--- config.mk ---
export PLATFORM = sky130hd
export DESIGN_NAME = ycbcr422_to_rgb
export DESIGN_NICKNAME = d
export VERILOG_FILES = /design/src/rtl/ycbcr422_to_rgb.sv
export SDC_FILE = /design/constraint.sdc
export NUM_CORES = 1
export LEC_CHECK = 0
export BUFFER_PORTS_ARGS = -buffer_cell sky130_fd_sc_hd__buf_4
export CORE_MARGIN = 2
export CORE_UTILIZATION = 60
export DETAILED_ROUTE_END_ITERATION = 6
export HOLD_SLACK_MARGIN = 0.06
export PLACE_DENSITY = 0.78
export SLEW_MARGIN = 25
export SYNTH_ARGS = -nofsm -noshare
export SYNTH_HDL_FRONTEND = slang
export SYNTH_SLANG_ARGS = --single-unit
--- constraint.sdc ---
create_clock -name clk -period 9.8 [get_ports clk]
set_clock_uncertainty 0.05 [all_clocks]
set_input_delay 1.96 -clock clk [delete_from_list [all_inputs] [get_ports clk]]
set_output_delay 1.96 -clock clk [all_outputs]
set_load 0.1 [all_outputs]
--- src/rtl/ycbcr422_to_rgb.sv ---
// Pipelined YCbCr 4:2:2 to RGB 4:4:4 converter, BT.601 inverse matrix, 12-bit, 6-cycle latency.
// Optional build macro: YCC2RGB_LIMITED_RANGE_EN selects limited-range input scaling.
module ycbcr422_to_rgb #(
  parameter int CB_FIRST = 1
) (
  input  logic        clk,
  input  logic        rst,
  input  logic [11:0] Y_in,
  input  logic [11:0] C_in,
  input  logic        hsync_in,
  input  logic        vsync_in,
  input  logic        de_in,
  output logic [11:0] R_out,
  output logic [11:0] G_out,
  output logic [11:0] B_out,
  output logic        hsync_out,
  output logic        vsync_out,
  output logic        de_out
);

  localparam int LATENCY = 6;
  localparam logic [11:0] CNeutral = 12'd2048;

`ifdef YCC2RGB_LIMITED_RANGE_EN
  localparam logic signed [24:0] KCrR = 25'sd1634;
  localparam logic signed [24:0] KCbG = -25'sd401;
  localparam logic signed [24:0] KCrG = -25'sd832;
  localparam logic signed [24:0] KCbB = 25'sd2066;
`else
  localparam logic signed [24:0] KCrR = 25'sd1436;
  localparam logic signed [24:0] KCbG = -25'sd352;
  localparam logic signed [24:0] KCrG = -25'sd731;
  localparam logic signed [24:0] KCbB = 25'sd1815;
`endif

  // Rounded Q10 descale plus luma; >>> floors negative terms after the bias.
  function automatic logic signed [14:0] descale(input logic signed [24:0] p,
                                                 input logic signed [13:0] y);
    return 15'((p + 25'sd512) >>> 10) + 15'(y);
  endfunction

  function automatic logic [11:0] clamp12(input logic signed [14:0] v);
    if (v < 15'sd0) begin
      return 12'd0;
    end else if (v > 15'sd4095) begin
      return 12'hfff;
    end else begin
      return v[11:0];
    end
  endfunction

  // Chroma phase of the pixel currently at the input
  logic phase_q, phase_d;

  // S1: input capture
  logic [11:0] s1_y_q, s1_y_d, s1_c_q, s1_c_d;
  logic        s1_de_q, s1_de_d, s1_odd_q, s1_odd_d, s1_vld_q, s1_vld_d;

  // S2: pair alignment
  logic [11:0] s2_y_q, s2_y_d, s2_c0_q, s2_c0_d, s2_c1_q, s2_c1_d;
  logic        s2_vld_q, s2_vld_d;

  // S3: offset removal
  logic signed [13:0] s3_y_q, s3_y_d;
  logic signed [12:0] s3_dcb_q, s3_dcb_d, s3_dcr_q, s3_dcr_d;
  logic               s3_vld_q, s3_vld_d;

  // S4: products
  logic signed [13:0] s4_y_q, s4_y_d;
  logic signed [24:0] s4_r_q, s4_r_d, s4_g_q, s4_g_d, s4_b_q, s4_b_d;
  logic               s4_vld_q, s4_vld_d;

  // S5: descale and luma add
  logic signed [14:0] s5_r_q, s5_r_d, s5_g_q, s5_g_d, s5_b_q, s5_b_d;
  logic               s5_vld_q, s5_vld_d;

  // S6: clamped outputs
  logic [11:0] r_q, r_d, g_q, g_d, b_q, b_d;

  logic [LATENCY-1:0] hs_q, hs_d, vs_q, vs_d, de_q, de_d;

  logic [11:0] cb, cr;

  always_comb begin
    phase_d = de_in ? ~phase_q : 1'b0;

    s1_y_d   = Y_in;
    s1_c_d   = C_in;
    s1_de_d  = de_in;
    s1_odd_d = de_in & phase_q;
    s1_vld_d = 1'b1;

    // Odd pixel pairs with the even chroma still held in S2; even pixel pairs with
    // the chroma at the input, or neutral if the line ends here.
    s2_y_d   = s1_y_q;
    s2_vld_d = s1_vld_q;
    if (s1_odd_q) begin
      s2_c0_d = s2_c0_q;
      s2_c1_d = s1_c_q;
    end else begin
      s2_c0_d = s1_c_q;
      s2_c1_d = (s1_de_q && de_in) ? C_in : CNeutral;
    end

    cb = (CB_FIRST != 0) ? s2_c0_q : s2_c1_q;
    cr = (CB_FIRST != 0) ? s2_c1_q : s2_c0_q;
    s3_dcb_d = $signed({1'b0, cb}) - 13'sd2048;
    s3_dcr_d = $signed({1'b0, cr}) - 13'sd2048;
    s3_vld_d = s2_vld_q;
`ifdef YCC2RGB_LIMITED_RANGE_EN
    s3_y_d = 14'((25'($signed({2'b00, s2_y_q}) - 14'sd256) * 25'sd1192 + 25'sd512) >>> 10);
`else
    s3_y_d = $signed({2'b00, s2_y_q});
`endif

    s4_y_d   = s3_y_q;
    s4_r_d   = KCrR * 25'(s3_dcr_q);
    s4_g_d   = KCbG * 25'(s3_dcb_q) + KCrG * 25'(s3_dcr_q);
    s4_b_d   = KCbB * 25'(s3_dcb_q);
    s4_vld_d = s3_vld_q;

    s5_r_d   = descale(s4_r_q, s4_y_q);
    s5_g_d   = descale(s4_g_q, s4_y_q);
    s5_b_d   = descale(s4_b_q, s4_y_q);
    s5_vld_d = s4_vld_q;

    // Hold outputs at zero until the first post-reset sample arrives
    r_d = s5_vld_q ? clamp12(s5_r_q) : 12'd0;
    g_d = s5_vld_q ? clamp12(s5_g_q) : 12'd0;
    b_d = s5_vld_q ? clamp12(s5_b_q) : 12'd0;

    hs_d = {hs_q[LATENCY-2:0], hsync_in};
    vs_d = {vs_q[LATENCY-2:0], vsync_in};
    de_d = {de_q[LATENCY-2:0], de_in};
  end

  always_ff @(posedge clk or posedge rst) begin
    if (rst) begin
      phase_q  <= 1'b0;
      s1_y_q   <= '0;
      s1_c_q   <= '0;
      s1_de_q  <= 1'b0;
      s1_odd_q <= 1'b0;
      s1_vld_q <= 1'b0;
      s2_y_q   <= '0;
      s2_c0_q  <= '0;
      s2_c1_q  <= '0;
      s2_vld_q <= 1'b0;
      s3_y_q   <= '0;
      s3_dcb_q <= '0;
      s3_dcr_q <= '0;
      s3_vld_q <= 1'b0;
      s4_y_q   <= '0;
      s4_r_q   <= '0;
      s4_g_q   <= '0;
      s4_b_q   <= '0;
      s4_vld_q <= 1'b0;
      s5_r_q   <= '0;
      s5_g_q   <= '0;
      s5_b_q   <= '0;
      s5_vld_q <= 1'b0;
      r_q      <= '0;
      g_q      <= '0;
      b_q      <= '0;
      hs_q     <= '0;
      vs_q     <= '0;
      de_q     <= '0;
    end else begin
      phase_q  <= phase_d;
      s1_y_q   <= s1_y_d;
      s1_c_q   <= s1_c_d;
      s1_de_q  <= s1_de_d;
      s1_odd_q <= s1_odd_d;
      s1_vld_q <= s1_vld_d;
      s2_y_q   <= s2_y_d;
      s2_c0_q  <= s2_c0_d;
      s2_c1_q  <= s2_c1_d;
      s2_vld_q <= s2_vld_d;
      s3_y_q   <= s3_y_d;
      s3_dcb_q <= s3_dcb_d;
      s3_dcr_q <= s3_dcr_d;
      s3_vld_q <= s3_vld_d;
      s4_y_q   <= s4_y_d;
      s4_r_q   <= s4_r_d;
      s4_g_q   <= s4_g_d;
      s4_b_q   <= s4_b_d;
      s4_vld_q <= s4_vld_d;
      s5_r_q   <= s5_r_d;
      s5_g_q   <= s5_g_d;
      s5_b_q   <= s5_b_d;
      s5_vld_q <= s5_vld_d;
      r_q      <= r_d;
      g_q      <= g_d;
      b_q      <= b_d;
      hs_q     <= hs_d;
      vs_q     <= vs_d;
      de_q     <= de_d;
    end
  end

  assign R_out     = r_q;
  assign G_out     = g_q;
  assign B_out     = b_q;
  assign hsync_out = hs_q[LATENCY-1];
  assign vsync_out = vs_q[LATENCY-1];
  assign de_out    = de_q[LATENCY-1];

endmodule

==> flow_summary.toml, run 1 <==
[worst_setup_path]
cp_max_fo = 8
cpLargestDelayFamily = "adder cells"
max_stage_delay_ns = 0.55
arrival_ns = 7.78
critPathBufInv = 4
critical_path_class = "reg2reg"
cpMaxStageDelayCell = "fa_1"
critical_path_required_ns = 10.18
cp-start-kind = "flip-flop"
cp-end-kind = "flip-flop"

[logic_synthesis]
synth.yosys.seq_area_share = 0.3440
synth_edf_count = 0
syn_area_um2 = 19060
postSynthCellCount = 1701
avgSynthCellArea_um2 = 11.20
syn_nets = 2182
synth_seq_cells = 262
yosysWarnings = 0
yosys.cell_types.count = 66
ys.flop_type = "dfrtp_1"
postSynth.asyncResetShare = 1.000

[clock_tree]
post_cts_buffers = 0
clock_latency_ns = 0.54
cts-resized-gates = 0
cts_buffer_depth = 3
clkTransAtPathRegs_ns = 0.06
cts_tree = "built"
numCtsBuffers = 26
cts.sinks = 262
htreeDepth = 1
holdBufCountCts = 0
root_buffer = "clkbuf_16"

[route]
wire_per_inst_um = 15.51
first_iter_violations = 645
postRouteAntennaNets = 0
vias = 11710
via_per_inst = 5.312
first_pass_iters = 7
drc = 0
routed_wl_um = 34210

[layout]
n_fill_cell = 2326
nets = 2265
final_area_um2 = 20980
ff_latch_area_um2 = 6558
area_growth_syn_to_layout_pct = 10.06
multi_input_area_um2 = 11250
drive_gt1_frac = 0.08098
stdcell_count = 2205
antenna_cells = 0

[global_routing]
grt_max_degree = 111
overflow = 0
grt_pass1_vias = 12310
antenna_found_initial = 0
grt_pass1_wl_um = 58750
grt_usage = 0.2170

[timing]
tightest_slew_ns = 0.9722
slew_headroom = 0.3519
max_freq_mhz = 135.0
finalCriticalPeriod_ns = 7.405
setup_viol = 0
final_hold_viol_count = 0
rsz0062_at_grt = "no"
final-max-slew-violation-count = 0
timing.final.ws_setup_ns = 2.395
setup_tns_ns = 0
period_share = 0.7556

[floorplan]
die-height_um = 182.2
ios = 68
die_area_um2 = 33210
floorplan.initialDensity = 0.6071
core_um2 = 31390
die_w_um = 182.2
rows = 65

[placed_design]
place.gp.congestion = 0.9636
dpl.hpwl_um = 27380
postPlaceCellArea_um2 = 20040
port_buffers = 67
dp.cells = 2158
pre_cts_ws_ns = 2.475

[run_status]
status = "finished clean"

[run]
maxCapViolations = 0

[worst_hold_path]
min_path_type = "reg2reg"
## state kept, by name, summed over array words and instances, names as in the netlist, 15 cells and up
register and flops:
s4_b_q 16, s4_g_q 16, s4_r_q 16, s5_b_q 15, s5_g_q 15, s5_r_q 15
## per-stage QoR
stage	util	hold slack (ns)
finish	0.6682	0.2936
global placement	0.6383	0.2812
CTS	0.6681	0.2966
detailed placement	0.6383	0.2847
floorplan	-	0.2812
global route	0.6682	0.3064
## area by class of cell
cell class                      instances  share of cell area
Multi-Input combinational cell       1105              0.5362
Inverter                              319             0.05744
Tap cell                              402             0.02398
Clock inverter                         10            0.008172
Sequential cell                       262              0.3126
Timing Repair Buffer                   70             0.02523
Clock buffer                           37             0.03633
## kinds of logic after synthesis
| kind of cell | share of synthesized area |
|---|---|
| multiplexers | 0.01195 |
| adder cells (fa/ha/maj) | 0.3582 |
| other | 0.0001968 |
| XOR/XNOR | 0.07077 |
| flip-flops | 0.3440 |
| AO/OA/AOI/OAI | 0.08929 |
| buffers and inverters | 0.06578 |
| AND/OR/NAND/NOR | 0.05981 |
## final timing paths
kind                       slack, ns  cells after the start        start           end
setup / recovery                2.39                     26  s3_dcb_q[1]    s4_g_q[24]
hold / removal                  0.29                      0      hs_q[4]       hs_q[5]
setup reg to reg                2.39                     26  s3_dcb_q[1]    s4_g_q[24]
hold reg to reg                 0.29                      0      hs_q[4]       hs_q[5]
max in group asynchronous       6.86                      3          rst  s3_dcr_q[11]
min in group asynchronous       1.47                      2          rst    s1_y_q[11]
## synth_stat cells, types with 5 or more instances
library cell | n | area, um2
dfrtp_1 | 262 | 6556
nand2b_1 | 10 | 62.56
nor2_1 | 52 | 195.2
o21ai_0 | 29 | 145.1
xnor2_1 | 102 | 893.4
and3_1 | 9 | 56.30
a21oi_1 | 69 | 345.3
nand2_1 | 43 | 161.4
or2_2 | 8 | 50.05
a211oi_1 | 5 | 37.54
nor2b_1 | 12 | 75.07
o21a_1 | 49 | 367.9
ha_1 | 296 | 3704
o21bai_1 | 12 | 90.09
nand4_1 | 12 | 75.07
nand3_1 | 36 | 180.2
xor2_1 | 52 | 455.4
a22o_1 | 11 | 96.34
nor3_1 | 19 | 95.09
mux2_2 | 14 | 157.7
clkbuf_1 | 13 | 48.80
o31ai_1 | 10 | 75.07
fa_1 | 156 | 3123
a21o_1 | 22 | 165.2
mux2i_1 | 7 | 70.07
inv_1 | 318 | 1194
a31oi_1 | 8 | 50.05
## cell usage in the layout (no fill, tap or decap), types with 9 or more instances in the layout
| cell | instances |
|---|---|
| fa_1 | 156 |
| nand2_1 | 43 |
| nor3_1 | 19 |
| buf_4 | 69 |
| nor2b_1 | 12 |
| nand4_1 | 12 |
| inv_1 | 317 |
| mux2_2 | 14 |
| nand3_1 | 36 |
| and3_1 | 9 |
| a21o_1 | 22 |
| clkbuf_16 | 26 |
| o21ai_0 | 29 |
| dfrtp_1 | 261 |
| a21oi_1 | 69 |
| o31ai_1 | 10 |
| a22o_1 | 11 |
| nand2b_1 | 10 |
| nor2_1 | 52 |
| o21a_1 | 49 |
| xor2_1 | 52 |
| o21bai_1 | 12 |
| xnor2_1 | 102 |
| ha_1 | 296 |
## worst register-to-register path, stage by stage, from the launching register on
cell and delay, ns:
dfrtp_1 0.53, inv_1 0.09, ha_1 0.34, fa_1 0.47
fa_1 0.54, fa_1 0.48, a21oi_1 0.18, o21bai_1 0.12
a21oi_1 0.20, o21ai_0 0.17, a21oi_1 0.25, xnor2_1 0.14
ha_1 0.25, ha_1 0.30, ha_1 0.29, inv_1 0.07
fa_1 0.44, fa_1 0.55, inv_1 0.04, ha_1 0.34
inv_1 0.10, o221ai_1 0.30, o22ai_1 0.16, nand2b_1 0.18
o31ai_1 0.42, a21oi_1 0.16, xnor2_1 0.15
## per-layer routing
metal | share of wire | track usage
met4 | 0.031 | 0.06000
met5 | 0 | 0
met3 | 0.039 | 0.02934
met2 | 0.49 | 0.3809
met1 | 0.44 | 0.2845
Power of run 1 is left out: the tool's default activity adds up to more than one toggle a clock period on the data nets, which glitch-free logic cannot reach.
==> inputs of run 2 (changes only) <==
clock period = 7.15 ns   (was 9.8 ns; I/O delays follow)
==> run 2 against run 1 <==
Critical path depth did not move; utilization rose by 0.48 points; sequential share of layout area decreased by 0.22 points; sequential cell count unchanged; maximum frequency increased by 7.3%; hold slack got worse by 0.0030 ns; worst setup slack worse by 2.1 ns; clock-buffer cell count rose by 2; cell count grew 0.73%; critical endpoint is now s4_g_q[22].
==> flow_summary.toml, run 2 (synthesized netlist as in run 1, its figures left out) <==
[worst_setup_path]
cp-start-kind = "flip-flop"
reg2reg_depth = 26
cpLargestDelayFamily = "adder cells"
critPathBufInv = 3
cp_max_fo = 4
setup.worst_path.start = "s3_dcb_q[1]"
rrSetupSlack_ns = 0.25
r2r_start = "s3_dcb_q[1]"
max_stage_delay_ns = 0.54
critical_path_required_ns = 7.50
arrival_ns = 7.25
cpMaxStageDelayCell = "fa_1"
critical_path_class = "reg2reg"
cp-end-kind = "flip-flop"
r2r_end = "s4_g_q[22]"

[run_status]
status = "finished clean"

[route]
via_per_inst = 5.330
routed_wl_um = 34510
drc = 0
first_pass_iters = 5
wire_per_inst_um = 15.54
vias = 11840
postRouteAntennaNets = 0
first_iter_violations = 555

[layout]
post-route-util = 0.6730
final_cell_mix = "inv_1, ha_1, dfrtp_1"
stdcell_count = 2221
n_fill_cell = 2309
mostFrequentLayoutCell = "inv_1"
largestRegisters = "s4_b_q: 16 flops, s4_g_q: 16 flops, s4_r_q: 16 flops"
area_growth_syn_to_layout_pct = 10.86
nets = 2282
multi_input_area_um2 = 11300
ff_latch_area_um2 = 6558
antenna_cells = 0
drive_gt1_frac = 0.09346

[global_routing]
grt_pass1_wl_um = 59640
grt_pass1_vias = 12530
antenna_found_initial = 0
grt_usage = 0.2203
grt_max_degree = 144
overflow = 0

[placed_design]
dpl.hpwl_um = 27500
port_buffers = 67
dp.cells = 2173
place.gp.congestion = 0.8988

[timing]
final_hold_viol_count = 0
period_share = 0.9652
tightest_slew_ns = 0.8654
max_freq_mhz = 144.9
final-max-slew-violation-count = 0
setup_viol = 0
slew_headroom = 0.4231
finalCriticalPeriod_ns = 6.901

[clock_tree]
root_buffer = "clkbuf_16"
clock_latency_ns = 0.53
cts_tree = "built"
cts.sinks = 262
cts_buffer_depth = 3
numCtsBuffers = 26
clkTransAtPathRegs_ns = 0.06
holdBufCountCts = 0
htreeDepth = 1

[floorplan]
rows = 65
ios = 68
die_area_um2 = 33210
die_w_um = 182.2
floorplan.initialDensity = 0.6071
die-height_um = 182.2
core_um2 = 31390

[run]
maxCapViolations = 0

[worst_hold_path]
whs_path_depth = 0
min_path_type = "reg2reg"
holdPathEnd = "s3_dcr_q[4]"
min_from = "cr[4]"
-- run 2: changes by cell type in the layout (fill, tap and decap cells not counted), moves of 2 or more --
cell and delta:
buf_4 +17, a21oi_2 +4, inv_8 -2, clkbuf_1 +2, a21oi_1 -4
-- run 2: layout make-up --
class / instances / area share
multi-input cells: 1105 / 0.5349
flip-flops and latches: 262 / 0.3104
inverters: 319 / 0.05685
repair buffers: 87 / 0.03151
clock buffers: 39 / 0.03695
well taps: 402 / 0.02381
clock inverters: 7 / 0.005567
-- run 2: stage by stage --
stage | cell area [um2] | setup slack [ns] | hold slack (ns) | TNS [ns]
floorplan | 19060 | 0.3099 | 0.2812 | 0
global route | 21130 | -0.03959 | 0.2996 | -0.08836
detailed placement | 20160 | -0.04110 | 0.2847 | -0.07051
CTS | 21070 | 0.07587 | 0.2874 | 0
global placement | 20160 | 0.2019 | 0.2810 | 0
finish | 21130 | 0.2485 | 0.2906 | 0
-- run 2: how the worst max path moves through the flow --
stage | slack (ns) | cells after the start | end
finish | 0.25 | 26 | s4_g_q[22]
global placement | 0.20 | 27 | s4_g_q[22]
detailed placement | -0.04 | 27 | s4_g_q[24]
CTS | 0.08 | 27 | s4_g_q[22]
floorplan | 0.31 | 27 | s4_g_q[22]
global route | -0.04 | 27 | s4_g_q[22]
-- run 2: timing repair --
| item | 4_1_cts | 5_1_grt |
|---|---|---|
| endpoints found under the setup margin | 3 | 6 |
| resized for setup | 3 | 10 |
| pin swaps | 0 | 5 |
| setup buffers | 0 | 2 |
-- run 2: worst register-to-register path, delay by kind of cell, from the launching register on --
family	cells	cell delay, ns
fa+ha+maj	10	3.94
flops	1	0.35
compound gates	8	1.25
xor+xnor	2	0.29
simple gates	3	0.75
buf+inv	3	0.18
-- run 2: metal layers --
layer	global-route usage	wire length, um	vias up
met5	0	0	-
met4	0.07258	1195	0
met3	0.02734	1293	80
met2	0.3814	16730	214
met1	0.2902	15290	5762
li1	-	-	5781
Power of run 2 is left out for the same reason.
